[config.mk]
export PLATFORM = sky130hd
export DESIGN_NAME = mlp_layer_scheduler
export DESIGN_NICKNAME = d
export VERILOG_FILES = /design/src/rtl/mlp_sched_pkg.sv /design/src/rtl/rr_arbiter.sv /design/src/rtl/mlp_layer_scheduler.sv
export SDC_FILE = /design/constraint.sdc
export NUM_CORES = 1
export LEC_CHECK = 0
export BUFFER_PORTS_ARGS = -buffer_cell sky130_fd_sc_hd__buf_2
export CELL_PAD_IN_SITES_DETAIL_PLACEMENT = 1
export CELL_PAD_IN_SITES_GLOBAL_PLACEMENT = 1
export CORE_MARGIN = 1
export CORE_UTILIZATION = 38
export DETAILED_ROUTE_END_ITERATION = 16
export PLACE_DENSITY_LB_ADDON = 0.08
export SYNTH_ARGS = -nofsm -noshare
export SYNTH_HDL_FRONTEND = slang
export SYNTH_SLANG_ARGS = --single-unit
[constraint.sdc]
create_clock -name clk -period 2.6 [get_ports clk]
set_clock_uncertainty 0.05 [all_clocks]
set_input_delay 0.52 -clock clk [delete_from_list [all_inputs] [get_ports clk]]
set_output_delay 0.52 -clock clk [all_outputs]
set_load 0.01 [all_outputs]
[src/rtl/mlp_sched_pkg.sv]
// Shared types and width helpers for the MLP layer scheduler and its arbiter.
package mlp_sched_pkg;

  typedef enum logic [1:0] {IDLE, RUN, FIN, ERR} sched_state_t;

  // Index width that stays at least one bit for single-entry cases.
  function automatic int calc_idw(input int n);
    return (n > 1) ? $clog2(n) : 1;
  endfunction

  function automatic int calc_lw(input int n);
    return (n > 1) ? $clog2(n) : 1;
  endfunction

endpackage

[src/rtl/rr_arbiter.sv]
// Combinational round-robin pick: first set request after ptr, wrapping.
module rr_arbiter
  import mlp_sched_pkg::*;
#(
  parameter  int N = 4,
  localparam int W = calc_idw(N)
) (
  input  logic [N-1:0] req,
  input  logic [W-1:0] ptr,
  output logic [N-1:0] gnt,
  output logic [W-1:0] gnt_id
);

  logic found;

  always_comb begin
    // NOTE: every output gets a default before the loop, so no path leaves a
    // value unassigned and no latch is inferred.
    gnt    = '0;
    gnt_id = '0;
    found  = 1'b0;
    for (int i = 1; i <= N; i++) begin
      if (!found && req[(int'(ptr) + i) % N]) begin
        gnt[(int'(ptr) + i) % N] = 1'b1;
        gnt_id                   = W'((int'(ptr) + i) % N);
        found                    = 1'b1;
      end
    end
  end

endmodule

[src/rtl/mlp_layer_scheduler.sv]
// Shares one chained-layer MLP datapath among requesters: round-robin grant,
// in-order layer sequencing via enable/done, and a per-layer timeout watchdog.
module mlp_layer_scheduler
  import mlp_sched_pkg::*;
#(
  parameter  int NUM_REQ        = 4,
  parameter  int NUM_LAYERS     = 2,
  parameter  int TIMEOUT_CYCLES = 1024,
  localparam int IDW            = calc_idw(NUM_REQ),
  localparam int LW             = calc_lw(NUM_LAYERS)
) (
  input  logic                  clk,
  input  logic                  rst,
  input  logic [NUM_REQ-1:0]    req,
  output logic [NUM_REQ-1:0]    grant,
  output logic [IDW-1:0]        grant_id,
  output logic [NUM_REQ-1:0]    done_out,
  output logic [NUM_LAYERS-1:0] layer_enable,
  input  logic [NUM_LAYERS-1:0] layer_done,
  output logic [LW-1:0]         cur_layer,
  output logic                  busy,
  output logic                  err_pulse,
  output logic                  err_sticky
);

  localparam int WDW = $clog2(TIMEOUT_CYCLES) + 1;

  sched_state_t         state;
  logic [IDW-1:0]       ptr;
  logic [WDW-1:0]       wdog;
  logic [NUM_REQ-1:0]   arb_gnt;
  logic [IDW-1:0]       arb_id;
  logic                 done_hit;
  logic                 timeout;
  logic                 last_layer;

  rr_arbiter #(.N(NUM_REQ)) u_arb (
    .req    (req),
    .ptr    (ptr),
    .gnt    (arb_gnt),
    .gnt_id (arb_id)
  );

  // Masking with the one-hot enable ignores done from any inactive layer.
  assign done_hit   = |(layer_done & layer_enable);
  assign timeout    = (wdog == WDW'(TIMEOUT_CYCLES - 1));
  assign last_layer = (cur_layer == LW'(NUM_LAYERS - 1));

  always_ff @(posedge clk) begin
    // NOTE: registered state uses non-blocking assignments only, so every
    // right-hand side sees the pre-edge values regardless of statement order.
    if (!rst) begin
      state        <= IDLE;
      ptr          <= IDW'(NUM_REQ - 1);
      wdog         <= '0;
      grant        <= '0;
      grant_id     <= '0;
      done_out     <= '0;
      layer_enable <= '0;
      cur_layer    <= '0;
      busy         <= 1'b0;
      err_pulse    <= 1'b0;
      err_sticky   <= 1'b0;
    end else begin
      done_out  <= '0;
      err_pulse <= 1'b0;
      unique case (state)
        IDLE: begin
          if (|req) begin
            state        <= RUN;
            grant        <= arb_gnt;
            grant_id     <= arb_id;
            ptr          <= arb_id;
            busy         <= 1'b1;
            cur_layer    <= '0;
            layer_enable <= NUM_LAYERS'(1);
            wdog         <= '0;
          end
        end
        RUN: begin
          // Done on the timeout edge takes precedence over the watchdog.
          if (done_hit) begin
            wdog <= '0;
            if (last_layer) begin
              layer_enable <= '0;
              done_out     <= grant;
              state        <= FIN;
            end else begin
              layer_enable <= layer_enable << 1;
              cur_layer    <= cur_layer + 1'b1;
            end
          end else if (timeout) begin
            layer_enable <= '0;
            busy         <= 1'b0;
            err_pulse    <= 1'b1;
            err_sticky   <= 1'b1;
            done_out     <= grant;
            state        <= ERR;
          end else begin
            wdog <= wdog + 1'b1;
          end
        end
        FIN, ERR: begin
          state     <= IDLE;
          grant     <= '0;
          grant_id  <= '0;
          busy      <= 1'b0;
          cur_layer <= '0;
        end
        default: state <= IDLE;
      endcase
    end
  end

endmodule

==> results of run 1 <==
-- placed cells by master (no fill, tap or decap), types with 7 or more instances in the layout --
cell,n
dfxtp_1,31
nor2_1,18
nand2_1,20
buf_4,8
ha_1,9
inv_1,7
o21ai_0,8
a21oi_1,9
buf_2,23
-- kinds of logic (layout without fill, tap and decap cells) --
family          count (synthesis)  count (layout)  synth area share, %
fa+ha+maj                       9               9                 6.49
simple gates                   78              78                 23.3
flops                          31              31                 35.8
mux                             7               7                 4.40
buf+inv                        17              46                 4.47
xor+xnor                        6               6                 3.03
compound gates                 52              52                 22.6
-- how the worst min path moves through the flow --
stage               startpoint       end  slack [ns]  depth (start not counted)
global placement      wdog[10]  wdog[10]        0.37                          2
floorplan             wdog[10]  wdog[10]        0.36                          2
global route          wdog[10]  wdog[10]        0.43                          2
CTS                   wdog[10]  wdog[10]        0.40                          2
detailed placement    wdog[10]  wdog[10]        0.39                          2
finish                wdog[10]  wdog[10]        0.39                          2
-- final cells by class --
type / count / share of cell area (%)
clock buffers: 6 / 4.10
clock inverters: 1 / 0.248
inverters: 8 / 1.49
multi-input cells: 152 / 51.5
flip-flops and latches: 31 / 30.8
well taps: 52 / 3.23
repair buffers: 31 / 8.69
-- stage by stage --
stage	cell area, um2	setup slack [ns]
after floorplan	1740	0.0927
after global placement	1930	0.262
after detailed placement	1930	0.238
after CTS	2020	0.333
after global routing	2020	0.162
final	2020	0.339
-- flip-flops by register name (all words and copies together) (netlist names), 2 cells and up --
name and flops:
wdog 11, grant 4, layer_enable 2, grant_id 2
done_out 4, ptr 2, state 2
-- synthesized netlist by cell type, types with 5 or more instances --
| cell type | instances | area (um2) |
|---|---|---|
| a21oi_1 | 9 | 45.0 |
| and2_1 | 6 | 37.5 |
| buf_2 | 5 | 25.0 |
| dfxtp_1 | 31 | 621 |
| ha_1 | 9 | 113 |
| inv_1 | 7 | 26.3 |
| nand2_1 | 20 | 75.1 |
| nand3_1 | 6 | 30.0 |
| nor2_1 | 18 | 67.6 |
| o21ai_0 | 8 | 40.0 |
| o221ai_1 | 5 | 43.8 |
| xnor2_1 | 6 | 52.6 |
-- worst max-delay path, stage by stage, from the launching register on --
cell and delay [ns]:
dfxtp_1 0.34, inv_2 0.05, ha_1 0.41, mux2_1 0.39, mux2_2 0.34, a21o_1 0.17
a21oi_1 0.25, o211ai_1 0.14
-- power by group --
part / leakage, nW / internal [mW] / total [mW] / switching, mW
logic: 0.528 / 0.167 / 0.409 / 0.242
registers: 0.252 / 0.508 / 0.530 / 0.0220
clock network: 0.0470 / 0.207 / 0.381 / 0.173
-- layer usage --
metal	wire, um	up-vias
met1	2220	748
li1	-	794
met2	1880	33
met3	155	4
met5	0	-
met4	35	0
==> impl_metrics.tcl, run 1 <==
set metrics [dict create \
    ys_warn_count 0 \
    nets 246 \
    initial_core_util_pct 39.6 \
    use_met2_pct 30.5 \
    rows 24 \
    timing.rr.start "ptr[0]" \
    gp_congestion 0.831 \
    cts.sinks 31 \
    die-area_um2 4840 \
    cellPowerDensity_nw_per_um2 655 \
    critPathMaxFanout 8 \
    maxCapViolations 0 \
    core_area_um2 4380 \
    end_kind "flop" \
    synth-seq-cells 31 \
    hold_ws_ns 0.395 \
    cts.path.max_buffers 2 \
    required_ns 2.69 \
    num_antenna_cells 0 \
    fill_cells 538 \
    endpoint "ptr[0]" \
    ir_worst_vdd_mv 0.233 \
    timing.fmax_mhz 442 \
    regArea_um2 621 \
    drive_above_1_share_pct 21.4 \
    grt_pass1_vias 1630 \
    syn_to_final_growth_pct 16.1 \
    worstSetupPathType "flop to flop" \
    cts_buffers 5 \
    synth-edff-count 0 \
    cts_hold_buffers 0 \
    overflow 0 \
    p_total_mw 1.32 \
    setup_viol 0 \
    ys_seq_area_share_pct 35.8 \
    final_max_slew_viol_count 0 \
    cts_tree "done" \
    grt_pass1_wl_mm 7.73 \
    multi_input_area_um2 1040 \
    synthFlopType "dfxtp_1" \
    status "finished, final reports clean" \
    grtUsageMet3_pct 3.92 \
    use_met1_pct 27.6 \
    synth.distinct_cells 51 \
    ctsResizeCount 0 \
    antenna_left 0 \
    period_share_pct 87.0 \
    ios 24 \
    antenna_found_initial 0 \
    grt_usage_pct 19.6 \
    timing.rr.end "ptr[0]" \
    fin_cells 281 \
    die_h_um 69.6 \
    firstDrtPassIters 4 \
    r2r_slack_ns 0.34 \
    avgSynthCellArea_um2 8.68 \
    cts-root-buf "clkbuf_8" \
    grt_max_degree 19 \
    hold_path_class "flop to flop" \
    wl_per_cell_um 15.3 \
    p_leak_nw 0.828 \
    dp.cells 274 \
    tns_ns 0 \
    htreeDepth 2 \
    start_kind "flop" \
    vias 1579 \
    worstMarginPinSlew_ns 0.498 \
    dpl.hpwl_mm 3.17 \
    clk_pin_slew_worst_paths_ns 0.07 \
    rsz0062_at_grt "false" \
    netlist_instances 200 \
    synth_area_um2 1740 \
    vias_per_cell 5.62 \
    critPathArrivalTime_ns 2.35 \
    crit_start "ptr[0]" \
    finalWirelength_mm 4.29 \
    period_minus_slack_ns 2.26 \
    ys_async_sr_fraction_pct 0 \
    drt_iter0_markers 56 \
    synth_nets 217 \
    max_slew_margin_pct 66.6 \
    drcViolationCount 0 \
    worstRegToRegCells 7 \
    port_buffers 23 \
    report.final.hold_viol_count 0 \
    post-cts-setup-buffers 0 \
    die_x_um 69.6 \
    post-route-util_pct 46.0 \
    insertion_delay_ns 0.28 \
    top_usage_layer "met2" \
]
Note: power is estimated with default switching activity, not from simulation.
==> inputs of run 2 (changes only) <==
--- a/config.mk
+++ b/config.mk
@@ -6,10 +6,8 @@
 export NUM_CORES = 1
 export LEC_CHECK = 0
 export BUFFER_PORTS_ARGS = -buffer_cell sky130_fd_sc_hd__buf_2
-export CELL_PAD_IN_SITES_DETAIL_PLACEMENT = 1
-export CELL_PAD_IN_SITES_GLOBAL_PLACEMENT = 1
 export CORE_MARGIN = 1
-export CORE_UTILIZATION = 38
+export CORE_UTILIZATION = 55
 export DETAILED_ROUTE_END_ITERATION = 16
 export PLACE_DENSITY_LB_ADDON = 0.08
 export SYNTH_ARGS = -nofsm -noshare
==> constraint.sdc (replaced) <==
create_clock -name clk -period 2.9 [get_ports clk]
set_clock_uncertainty 0.05 [all_clocks]
set_input_delay 0.58 -clock clk [delete_from_list [all_inputs] [get_ports clk]]
set_output_delay 0.58 -clock clk [all_outputs]
set_load 0.01 [all_outputs]
==> impl_metrics.tcl, run 2 (synthesized netlist as in run 1, its figures left out) <==
set metrics [dict create \
    required_ns 3.06 \
    port_buffers 23 \
    mostFrequentLayoutCells "dfxtp_1 (31), buf_2 (23), nand2_1 (20)" \
    switchingPower_mw 0.380 \
    dp.cells 264 \
    cpPeakStageDelay_ns 0.59 \
    clk_pin_slew_worst_paths_ns 0.10 \
    insertion_delay_ns 0.33 \
    fin_cells 272 \
    firstDrtPassIters 4 \
    p_clk_share_pct 29.9 \
    grt_pass1_vias 1443 \
    largest_register "wdog" \
    start_kind "flop" \
    drcViolationCount 0 \
    hold_ws_ns 0.386 \
    cp_cell_sequence "inv_1, ha_1, mux2_1, mux2_2, a21o_1, a21oi_1, o211ai_1" \
    final_common_cell "dfxtp_1" \
    worstRegToRegCells 7 \
    gp_congestion 0.875 \
    r2r_slack_ns 0.28 \
    cts_buffers 5 \
    finalWirelength_mm 3.84 \
    rsz0062_at_grt "false" \
    holdPathStages 2 \
    die-area_um2 3380 \
    period_minus_slack_ns 2.62 \
    timing.rr.end "ptr[0]" \
    reg_top3 "wdog x11, done_out x4, grant x4" \
    sequentialPowerShare_pct 41.0 \
    setup_viol 0 \
    vias 1583 \
    antenna_found_initial 0 \
    worstHoldStart "wdog[10]" \
    maxCapViolations 0 \
    cellPowerDensity_nw_per_um2 595 \
    die_h_um 58.2 \
    cts-root-buf "clkbuf_4" \
    die_x_um 58.2 \
    vias_per_cell 5.82 \
    grt_pass1_wl_mm 6.49 \
    critPathMaxFanout 12 \
    cts_hold_buffers 0 \
    status "finished, final reports clean" \
    end_kind "flop" \
    worstSetupPathType "flop to flop" \
    syn_to_final_growth_pct 14.6 \
    drt_iter0_markers 106 \
    hold_end "wdog[10]" \
    num_antenna_cells 0 \
    dpl.hpwl_mm 2.74 \
    p_total_mw 1.18 \
    final_max_slew_viol_count 0 \
    cts.path.max_buffers 2 \
    ir_worst_vdd_mv 0.327 \
    largest_reg_flops 11 \
    report.final.hold_viol_count 0 \
    pwr-share-comb_pct 29.1 \
    wl_per_cell_um 14.1 \
    grt_max_degree 19 \
    grt_usage_pct 25.6 \
    cts.sinks 31 \
    ios 24 \
    tns_ns 0 \
    rows 20 \
    critPathArrivalTime_ns 2.78 \
    post-route-util_pct 65.7 \
    initial_core_util_pct 57.3 \
    core_area_um2 3030 \
    p_leak_nw 0.820 \
    post-cts-setup-buffers 0 \
    worstMarginPinSlew_ns 0.422 \
    cts_tree "done" \
    period_share_pct 90.2 \
    switching_share_pct 32.1 \
    power.internal_mw 0.803 \
    nets 244 \
    fill_cells 267 \
    htreeDepth 2 \
    hold_path_class "flop to flop" \
    ctsResizeCount 0 \
    overflow 0 \
    crit_slowest_cell "dfxtp_1" \
    timing.rr.start "ptr[1]" \
    max_slew_margin_pct 71.9 \
    timing.fmax_mhz 382 \
    antenna_left 0 \
    drive_above_1_share_pct 21.1 \
]
==> run 2: worst max-delay path by stage <==
stage | end | from | depth (start not counted) | slack (ns)
floorplan | ptr[0] | ptr[1] | 9 | 0.39
global placement | ptr[0] | ptr[1] | 7 | 0.47
detailed placement | ptr[0] | ptr[1] | 7 | 0.34
CTS | ptr[0] | ptr[1] | 7 | 0.30
global route | ptr[0] | ptr[1] | 7 | 0.12
finish | ptr[0] | ptr[1] | 7 | 0.28
==> run 2: area by class of cell <==
type | count | area (um2) | area share (%)
clock buffer | 6 | 51.3 | 2.58
clock inverter | 2 | 35.0 | 1.76
sequential | 31 | 621 | 31.2
timing repair buffer | 29 | 160 | 8.05
tap | 44 | 55.1 | 2.77
multi-input combinational | 152 | 1040 | 52.1
inverter | 8 | 30.0 | 1.51
==> run 2: critical path: cells and delay by family (launching register included) <==
kind	cells	cell delay, ns
mux	2	0.75
flops	1	0.59
compound gates	3	0.52
fa+ha+maj	1	0.47
buf+inv	1	0.11
==> run 2: power groups by stage <==
stage               Sequential (mW)  Combinational (mW)  Clock (mW)
floorplan                     0.495               0.244           0
finish                        0.485               0.344       0.354
global route                  0.491               0.374       0.389
detailed placement            0.495               0.333           0
global placement              0.492               0.325           0
CTS                           0.485               0.340       0.361
==> run 2: stage by stage <==
| stage | cell area (um2) | setup WS (ns) |
|---|---|---|
| after CTS | 1990 | 0.295 |
| after detailed placement | 1900 | 0.336 |
| final | 1990 | 0.283 |
| after global placement | 1900 | 0.471 |
| after global routing | 1990 | 0.118 |
| after floorplan | 1740 | 0.393 |
==> run 2: routing by layer <==
| layer | vias up | global-route usage (%) | part of all wire (%) |
|---|---|---|---|
| met5 | - | 0 | 0 |
| met4 | 0 | 9.52 | 0.52 |
| met3 | 2 | 8.26 | 5.9 |
| met2 | 56 | 40.4 | 47 |
| met1 | 734 | 32.7 | 47 |
| li1 | 791 | - | - |
